$ cat config.mk
export PLATFORM = sky130hd
export DESIGN_NAME = vga_sync_timer_flat
export DESIGN_NICKNAME = d
export VERILOG_FILES = /design/src/rtl/vga_sync_timer_if.sv /design/src/rtl/vga_sync_timer.sv /design/src/flat_wrapper.sv
export SDC_FILE = /design/constraint.sdc
export NUM_CORES = 1
export LEC_CHECK = 0
export CAP_MARGIN = 20
export CORE_MARGIN = 4
export CORE_UTILIZATION = 48
export CTS_BUF_LIST = sky130_fd_sc_hd__clkbuf_8 sky130_fd_sc_hd__clkbuf_16
export DETAILED_ROUTE_END_ITERATION = 10
export GPL_ROUTABILITY_DRIVEN = 0
export HOLD_SLACK_MARGIN = 0.02
export PLACE_DENSITY = 0.76
export SYNTH_ARGS = -nofsm -noshare
export SYNTH_HDL_FRONTEND = slang
export SYNTH_SLANG_ARGS = --single-unit
$ cat constraint.sdc
create_clock -name clk -period 2.91 [get_ports clk]
set_clock_uncertainty 0.15 [all_clocks]
set_input_delay 0.7275 -clock clk [delete_from_list [all_inputs] [get_ports clk]]
set_output_delay 0.7275 -clock clk [all_outputs]
set_load 0.005 [all_outputs]
$ cat src/rtl/vga_sync_timer_if.sv
// Pixel-timing bundle between vga_sync_timer and the pattern/colour logic.
// The slave side is the timer; the master side owns the pixel enable and animation controls.
interface vga_sync_timer_if;
    logic       ce;
    logic       speed;
    logic       pause;
    logic       hsync;
    logic       vsync;
    logic       display_on;
    logic [9:0] hpos;
    logic [9:0] vpos;
    logic       line_start;
    logic       frame_start;
    logic [9:0] frame;

    modport master (
        output ce, speed, pause,
        input  hsync, vsync, display_on, hpos, vpos, line_start, frame_start, frame
    );

    modport slave (
        input  ce, speed, pause,
        output hsync, vsync, display_on, hpos, vpos, line_start, frame_start, frame
    );
endinterface

$ cat src/rtl/vga_sync_timer.sv
// VGA pixel timing: H/V position counters with porch/sync FSMs, line/frame strobes
// and a speed-controlled animation frame counter. All outputs are registered from next-state values.
//
// state     | meaning
// ST_ACTIVE | visible pixels (H) / visible lines (V)
// ST_FRONT  | front porch
// ST_SYNC   | sync pulse asserted
// ST_BACK   | back porch, left only on counter wrap
module vga_sync_timer #(
    parameter int H_VISIBLE = 640,
    parameter int H_FRONT   = 16,
    parameter int H_SYNC    = 96,
    parameter int H_BACK    = 48,
    parameter int V_VISIBLE = 480,
    parameter int V_FRONT   = 10,
    parameter int V_SYNC    = 2,
    parameter int V_BACK    = 33,
    parameter bit SYNC_POL  = 1'b0
) (
    input  logic             clk,
    input  logic             rst_n,
    vga_sync_timer_if.slave  io_vga
);
    localparam int H_TOTAL = H_VISIBLE + H_FRONT + H_SYNC + H_BACK;
    localparam int V_TOTAL = V_VISIBLE + V_FRONT + V_SYNC + V_BACK;

    if (H_TOTAL > 1024 || V_TOTAL > 1024) begin : g_bad_totals
        $error("vga_sync_timer: H_TOTAL and V_TOTAL must not exceed 1024");
    end

    localparam logic [9:0] H_LAST     = 10'(H_TOTAL - 1);
    localparam logic [9:0] H_FP_START = 10'(H_VISIBLE);
    localparam logic [9:0] H_SY_START = 10'(H_VISIBLE + H_FRONT);
    localparam logic [9:0] H_BP_START = 10'(H_VISIBLE + H_FRONT + H_SYNC);
    localparam logic [9:0] V_LAST     = 10'(V_TOTAL - 1);
    localparam logic [9:0] V_FP_START = 10'(V_VISIBLE);
    localparam logic [9:0] V_SY_START = 10'(V_VISIBLE + V_FRONT);
    localparam logic [9:0] V_BP_START = 10'(V_VISIBLE + V_FRONT + V_SYNC);

    typedef enum logic [1:0] {
        ST_ACTIVE = 2'd0,
        ST_FRONT  = 2'd1,
        ST_SYNC   = 2'd2,
        ST_BACK   = 2'd3
    } state_t;

    state_t     r_hstate, w_hstate_nxt;
    state_t     r_vstate, w_vstate_nxt;
    logic [9:0] r_hpos, r_vpos, w_hpos_nxt, w_vpos_nxt;
    logic       w_h_wrap, w_v_wrap;
    logic       r_hsync, r_vsync, r_display_on;
    logic       r_line_start, r_frame_start;
    logic [9:0] r_frame, w_frame_nxt;

    always_comb begin
        w_h_wrap   = (r_hpos == H_LAST);
        w_v_wrap   = (r_vpos == V_LAST);
        w_hpos_nxt = w_h_wrap ? 10'd0 : r_hpos + 10'd1;
        w_vpos_nxt = r_vpos;
        if (w_h_wrap) begin
            w_vpos_nxt = w_v_wrap ? 10'd0 : r_vpos + 10'd1;
        end
        w_frame_nxt = r_frame + (io_vga.speed ? 10'd2 : 10'd1);
    end

    // The wrap check comes first so any corrupted state is forced back to ACTIVE.
    always_comb begin
        w_hstate_nxt = r_hstate;
        if (w_h_wrap) begin
            w_hstate_nxt = ST_ACTIVE;
        end else begin
            case (r_hstate)
                ST_ACTIVE: if (w_hpos_nxt == H_FP_START) w_hstate_nxt = ST_FRONT;
                ST_FRONT:  if (w_hpos_nxt == H_SY_START) w_hstate_nxt = ST_SYNC;
                ST_SYNC:   if (w_hpos_nxt == H_BP_START) w_hstate_nxt = ST_BACK;
                default:   w_hstate_nxt = r_hstate;
            endcase
        end
    end

    always_comb begin
        w_vstate_nxt = r_vstate;
        if (w_h_wrap) begin
            if (w_v_wrap) begin
                w_vstate_nxt = ST_ACTIVE;
            end else begin
                case (r_vstate)
                    ST_ACTIVE: if (w_vpos_nxt == V_FP_START) w_vstate_nxt = ST_FRONT;
                    ST_FRONT:  if (w_vpos_nxt == V_SY_START) w_vstate_nxt = ST_SYNC;
                    ST_SYNC:   if (w_vpos_nxt == V_BP_START) w_vstate_nxt = ST_BACK;
                    default:   w_vstate_nxt = r_vstate;
                endcase
            end
        end
    end

    always_ff @(posedge clk or negedge rst_n) begin
        if (!rst_n) begin
            r_hpos        <= H_LAST;
            r_vpos        <= V_LAST;
            r_hstate      <= ST_BACK;
            r_vstate      <= ST_BACK;
            r_hsync       <= ~SYNC_POL;
            r_vsync       <= ~SYNC_POL;
            r_display_on  <= 1'b0;
            r_line_start  <= 1'b0;
            r_frame_start <= 1'b0;
            r_frame       <= 10'd0;
        end else begin
            // Strobes are single-cycle even when ce drops right after the wrap.
            r_line_start  <= io_vga.ce && w_h_wrap;
            r_frame_start <= io_vga.ce && w_h_wrap && w_v_wrap;
            if (io_vga.ce) begin
                r_hpos       <= w_hpos_nxt;
                r_vpos       <= w_vpos_nxt;
                r_hstate     <= w_hstate_nxt;
                r_vstate     <= w_vstate_nxt;
                r_hsync      <= (w_hstate_nxt == ST_SYNC) ? SYNC_POL : ~SYNC_POL;
                r_vsync      <= (w_vstate_nxt == ST_SYNC) ? SYNC_POL : ~SYNC_POL;
                r_display_on <= (w_hstate_nxt == ST_ACTIVE) && (w_vstate_nxt == ST_ACTIVE);
                if (w_h_wrap && w_v_wrap && !io_vga.pause) begin
                    r_frame <= w_frame_nxt;
                end
            end
        end
    end

    assign io_vga.hsync       = r_hsync;
    assign io_vga.vsync       = r_vsync;
    assign io_vga.display_on  = r_display_on;
    assign io_vga.hpos        = r_hpos;
    assign io_vga.vpos        = r_vpos;
    assign io_vga.line_start  = r_line_start;
    assign io_vga.frame_start = r_frame_start;
    assign io_vga.frame       = r_frame;
endmodule

$ cat src/flat_wrapper.sv
// flat-port wrapper written by rule: the top's interface ports become plain ports
module vga_sync_timer_flat 
#(
    parameter int H_VISIBLE = 640,
    parameter int H_FRONT   = 16,
    parameter int H_SYNC    = 96,
    parameter int H_BACK    = 48,
    parameter int V_VISIBLE = 480,
    parameter int V_FRONT   = 10,
    parameter int V_SYNC    = 2,
    parameter int V_BACK    = 33,
    parameter bit SYNC_POL  = 1'b0
)
  (clk, rst_n, io_vga_ce, io_vga_speed, io_vga_pause, io_vga_hsync, io_vga_vsync, io_vga_display_on, io_vga_hpos, io_vga_vpos, io_vga_line_start, io_vga_frame_start, io_vga_frame);
  vga_sync_timer_if io_vga_i ();
  input  logic clk;
  input  logic rst_n;
  input wire logic [$bits(io_vga_i.ce)-1:0] io_vga_ce;
  input wire logic [$bits(io_vga_i.speed)-1:0] io_vga_speed;
  input wire logic [$bits(io_vga_i.pause)-1:0] io_vga_pause;
  output wire logic [$bits(io_vga_i.hsync)-1:0] io_vga_hsync;
  output wire logic [$bits(io_vga_i.vsync)-1:0] io_vga_vsync;
  output wire logic [$bits(io_vga_i.display_on)-1:0] io_vga_display_on;
  output wire logic [$bits(io_vga_i.hpos)-1:0] io_vga_hpos;
  output wire logic [$bits(io_vga_i.vpos)-1:0] io_vga_vpos;
  output wire logic [$bits(io_vga_i.line_start)-1:0] io_vga_line_start;
  output wire logic [$bits(io_vga_i.frame_start)-1:0] io_vga_frame_start;
  output wire logic [$bits(io_vga_i.frame)-1:0] io_vga_frame;
  assign io_vga_i.ce = io_vga_ce;
  assign io_vga_i.speed = io_vga_speed;
  assign io_vga_i.pause = io_vga_pause;
  assign io_vga_hsync = io_vga_i.hsync;
  assign io_vga_vsync = io_vga_i.vsync;
  assign io_vga_display_on = io_vga_i.display_on;
  assign io_vga_hpos = io_vga_i.hpos;
  assign io_vga_vpos = io_vga_i.vpos;
  assign io_vga_line_start = io_vga_i.line_start;
  assign io_vga_frame_start = io_vga_i.frame_start;
  assign io_vga_frame = io_vga_i.frame;
  vga_sync_timer #(.H_VISIBLE(H_VISIBLE), .H_FRONT(H_FRONT), .H_SYNC(H_SYNC), .H_BACK(H_BACK), .V_VISIBLE(V_VISIBLE), .V_FRONT(V_FRONT), .V_SYNC(V_SYNC), .V_BACK(V_BACK), .SYNC_POL(SYNC_POL)) u_core (.clk(clk), .rst_n(rst_n), .io_vga(io_vga_i));
endmodule
**After elaboration in Yosys (flattened, before gate mapping)**

Cells that the tools add are included.

- Equal/unequal tests: 14
- Mux-type cells: 17
- Reduce and logical (&&, ||, !) cells: 11
- Add/sub/neg operators: 3

Operators with widths:

| operator | number |
|---|---|
| 10-bit equality test (second input constant) | 5 |
| 10-bit by 9-bit equality test with 1-bit output (second input constant) | 3 |
| 10-bit 2-to-1 mux | 3 |
| 10-bit by 1-bit adder with 10-bit output (second input constant) | 2 |
| 2-bit 2-to-1 mux | 10 |
| 2-bit one-hot mux with 3 select lines | 2 |
| 10-bit adder | 1 |
| 2-bit equality test (second input constant) | 4 |
| 2-bit logical NOT | 4 |
| 1-bit logical AND | 5 |
| 2-bit by 1-bit equality test with 1-bit output (second input constant) | 2 |
| 1-bit 2-to-1 mux | 2 |
| 2-bit AND reduction | 1 |
| 1-bit logical NOT | 1 |

- Word-level logic and storage cells: 55
- Register bits: 39
- Output and inout bits: 35

**Depth between registers and ports, before layout**

- Depth in word-level cells: 10
- Depth in mapped cells: 10
- Gate-level depth less buffers: 9

**Least setup slack after synthesis**

OpenSTA, ideal clock, no wires.

- Kind: flip-flop to flip-flop
- Start point: reg u_core.r_hpos[0] (netlist: u_core.io_vga.hpos[0])
- End point: reg u_core.r_vsync (netlist: u_core.io_vga.vsync)
- Setup slack: -0.211 ns
- Library setup time: 0.083 ns
- Data arrival time: 2.887 ns
- Cell stages (with the launch flop): 10
- Path buffers: 1
- Data required time: 2.677 ns
- Cells stage by stage: dfstp_2 -> ha_1 -> nand4_1 -> or3_1 -> buf_2 -> or4_4 -> and3b_1 -> mux2i_1 -> o22ai_2 -> o32a_1

- Word-level cells in the longest chain between the ends: 9
- Elaborated cells on any way between the ends: 13
- Classes of those cells: eq/ne (5); mux (8)

Ends and longest elaborated chain:

| what | line | source |
|---|---|---|
| start: declaration | vga_sync_timer.sv:49 | `logic [9:0] r_hpos, r_vpos, w_hpos_nxt, w_vpos_nxt;` |
| start signal: assignment | vga_sync_timer.sv:114 | `r_hpos <= w_hpos_nxt;` |
| 10-bit equality test (*) | vga_sync_timer.sv:56 | `w_h_wrap = (r_hpos == H_LAST);` |
| 10-bit 2-to-1 mux | vga_sync_timer.sv:60 | `if (w_h_wrap) begin` |
| 10-bit by 9-bit equality test with 1-bit output, on equally long branches | vga_sync_timer.sv:90, vga_sync_timer.sv:88, vga_sync_timer.sv:89 |  |
| 2-bit 2-to-1 mux, on equally long branches | vga_sync_timer.sv:90, vga_sync_timer.sv:88, vga_sync_timer.sv:89 |  |
| 2-bit one-hot mux with 3 select lines | vga_sync_timer.sv:87 | `case (r_vstate)` |
| 2-bit 2-to-1 mux | vga_sync_timer.sv:84 | `if (w_v_wrap) begin` |
| 2-bit 2-to-1 mux (*) | vga_sync_timer.sv:83 | `if (w_h_wrap) begin` |
| 2-bit equality test (*) | vga_sync_timer.sv:119 | `r_vsync <= (w_vstate_nxt == ST_SYNC) ? SYNC_POL : ~SYNC_POL;` |
| 1-bit 2-to-1 mux (*) | vga_sync_timer.sv:119 |  |
| end signal: assignment | vga_sync_timer.sv:104 | `r_vsync <= ~SYNC_POL;` |
| end signal: assignment | vga_sync_timer.sv:119 |  |
| end: declaration | vga_sync_timer.sv:51 | `logic r_hsync, r_vsync, r_display_on;` |

Every way passes the cells marked *; elsewhere a longest branch is shown, timed or not.
A chain may end at the register's enable or synchronous reset.

**Worst setup path in the final report**

- Start point: reg u_core.r_hpos[1] (netlist: u_core.io_vga.hpos[1])
- End point: reg u_core.r_vsync (netlist: u_core.io_vga.vsync)

Same word-level chain as after synthesis.

==> results.md <==
- Status: finished clean
- GR Util met3: 4.24%
- Initial antenna violation count: 0
- First-pass GRT wire length: 9550 um
- Max_cap viols: 0
- HPWL after DPL: 3990 um
- CTS buffer count: 5
- Reg area: 996 um2
- Final Hold Viols: 0
- Library cells used by synthesis: 55
- Measured slew at the worst slew-check pin: 0.819 ns
- Sequential fraction of the synthesis area: 42.1%
- Residual DRC: 0
- Clock slew at reported path FFs: 0.08 ns
- Slew Limit Fails: 0
- Critical path class: register to register
- All-Layer GR Usage: 19.4%
- Final setup viols: 0
- Final ANT Viol Nets: 0
- Startpoint class of the critical path: register
- Largest net degree at the start of global routing: 40
- Area of the multi-input gates: 1320 um2
- Met2 Usage GRT: 28.9%
- HP Class: register to register
- Min-delay src: u_core.io_vga.frame[9]$_DFFE_PN0P_
- WL per Instance: between 10 and 15 um
- Drt pass-1 iters: 5
- Fin Hold WS: 0.319 ns
- Layout Utilization: 65.7%
- Mean Syn Cell Area: between 9 and 10 um2
- Post-Syn Nets: between 200 and 300
- Share of cells above drive strength 1: 21.8%
- TritonCTS clock tree: yes
- Clk_lat worst skew: roughly 0.3 ns
- Reg-to-reg endpoint: u_core.io_vga.vsync$_DFFE_PN1P_
- Leading cell type in the layout, fill and taps excluded: clkdlybuf4s50_1
- Post-synthesis async set-or-reset flop share: 100%
- Nets: 332
- Cells after Synth: between 200 and 300
- Input/output buffers: 39
- Via density: 5.57
- Overall die width: between 70 and 80 um
- Clock tree sinks: 39
- CP Data Required Time: about 3.0 ns
- P_leak: 1.24 nW
- EDFF count, synth: 0
- GRT overflow: 0
- Commonest register cell after synthesis: dfrtp_1
- Clock Path Buffers: 2
- FMAX: about 0.36 GHz
- Worst reg2reg setup slack: 0.12 ns
- FF-to-FF path depth: 10
- Most frequent cells in the layout: clkdlybuf4s50_1, nand2_1, buf_4
- Period utilisation layout: 95.8%
- Arrival time worst endpoint: 2.87 ns
- Global Route met1 Usage: approximately 28%
- Area grow syn2layout: 32.1%
- Yosys warning count: 0
- Maximum fanout along the worst path: 5
- CTS root buffer: clkbuf_8
- Worst vdd ir: ~0.28 mV
- Register bit total from synthesis: 39
- Hold Crit Depth: 1
- Vias in the first global route: 1966
- R2r startpoint: u_core.io_vga.hpos[1]$_DFFE_PN1P_
- H-Tree Depth: 2
- Initial DRC count: 150
- Mapped Area: roughly 2400 um2
- Die Y: between 70 and 80 um
- Hold buffer count at CTS: 0
- DIE AREA: 6110 um2
- Core Area: 4750 um2
- Vias: 2162
- Row cnt: 25
- Power per cell area: 479 nW/um2
- Crit end category: register
- Fin crit period: 2.79 ns
- Starting Density: 49.7%
- Rel. slew slack: between 40% and 50%
- I/O pin cnt: 40
- GR peak layer: met2
- Hold endpoint: u_core.io_vga.frame[9]$_DFFE_PN0P_
- FILL cells: slightly below 400
- Final WL: 5430 um
- Diodes inserted: 0
==> flip-flops by register name (all words and copies together) (netlist names) <==
signal                     count
u_core.io_vga.display_on       1
u_core.io_vga.frame           10
u_core.io_vga.frame_start      1
u_core.io_vga.hpos            10
u_core.io_vga.hsync            1
u_core.io_vga.line_start       1
u_core.io_vga.vpos            10
u_core.io_vga.vsync            1
u_core.r_hstate                2
u_core.r_vstate                2
==> per-stage QoR <==
stage / setup slack [ns] / total power [mW] / std cells / cell area (um2) / setup TNS (ns)
after floorplan: 0.0263 / 0.916 / 261 / 2380 / 0
after global placement: 0.113 / 1.11 / 379 / 2990 / 0
after detailed placement: 0.00119 / 1.13 / 379 / 2990 / 0
after CTS: 0.0168 / 1.50 / 387 / 3080 / 0
after global routing: -0.00917 / 1.58 / 388 / 3120 / -0.00917
final: 0.123 / 1.50 / 388 / 3120 / 0
==> power breakdown <==
group,switching (mW),leakage [nW],internal (mW)
sequential,0.0326,0.481,0.614
clock,0.199,0.0402,0.167
combinational,0.242,0.724,0.241
==> Yosys cell counts (6+ instances only) <==
master    instances  area [um2]
clkbuf_1         12        45.0
xnor2_1          14         123
dfstp_2          16         420
nand4_1          10        62.6
o21ai_0          15        75.1
ha_1              6        75.1
nor2_1           17        63.8
dfrtp_1          23         576
nand2_1          37         139
nor3_1            9        45.0
a21oi_1          10        50.1
nand3_1          14        70.1
inv_1             8        30.0
==> layout make-up <==
type	count	area share [%]
multi-input combinational	197	42.1
sequential	39	31.9
timing repair buffer	69	19.5
clock inverter	3	0.641
inverter	8	0.961
clock buffer	5	2.20
tap	67	2.68
==> repair_timing <==
| action | 4_1_cts | 5_1_grt |
|---|---|---|
| gates cloned | 0 | 0 |
| pin swaps | 0 | 1 |
| setup buffers | 0 | 1 |
| hold endpoints to repair | 0 | 0 |
| gates resized for setup | 1 | 6 |
| setup endpoints to repair | 1 | 5 |
==> how the worst max path moves through the flow <==
stage / startpoint / end / slack, ns / cells past startpoint
after floorplan: u_core.io_vga.hpos[0]$_DFFE_PN1P_ / u_core.io_vga.vsync$_DFFE_PN1P_ / 0.03 / 9
after global placement: u_core.io_vga.hpos[1]$_DFFE_PN1P_ / u_core.io_vga.vsync$_DFFE_PN1P_ / 0.11 / 8
after detailed placement: u_core.io_vga.hpos[1]$_DFFE_PN1P_ / u_core.io_vga.display_on$_DFFE_PN0P_ / 0.001 / 9
after CTS: u_core.io_vga.hpos[1]$_DFFE_PN1P_ / u_core.io_vga.display_on$_DFFE_PN0P_ / 0.02 / 8
after global routing: u_core.io_vga.hpos[1]$_DFFE_PN1P_ / u_core.r_vstate[1]$_DFFE_PN1P_ / -0.009 / 10
final: u_core.io_vga.hpos[1]$_DFFE_PN1P_ / u_core.io_vga.vsync$_DFFE_PN1P_ / 0.12 / 10
==> metal layers <==
layer	share of wire, %	wire length, um	vias up
li1	-	-	1074
met1	47	2550	1011
met2	45	2440	66
met3	6.2	335	11
met4	2.0	110	0
met5	0	0	-
==> logic make-up (layout without fill, tap and decap cells) <==
logic type | after synthesis | in the layout | synth area share (%)
xor gates and xnor gates | 18 | 18 | 6.67
and+or+nand+nor | 112 | 112 | 24.3
muxes | 4 | 4 | 1.80
DFF | 39 | 39 | 42.1
AOI/OAI and AO/OA | 56 | 56 | 16.6
adders and majority gates | 7 | 7 | 4.02
buffers and inverters | 25 | 85 | 4.50
==> worst max-delay path, stage by stage (launching register included) <==
cell	delay, ns
dfstp_2	0.56
ha_4	0.13
nand4_1	0.15
buf_4	0.21
nor3_4	0.29
o21ai_1	0.12
nor4_1	0.29
buf_4	0.18
nand2_1	0.06
o31a_1	0.30
o32a_1	0.28
Power figures use the tool's default switching activity.
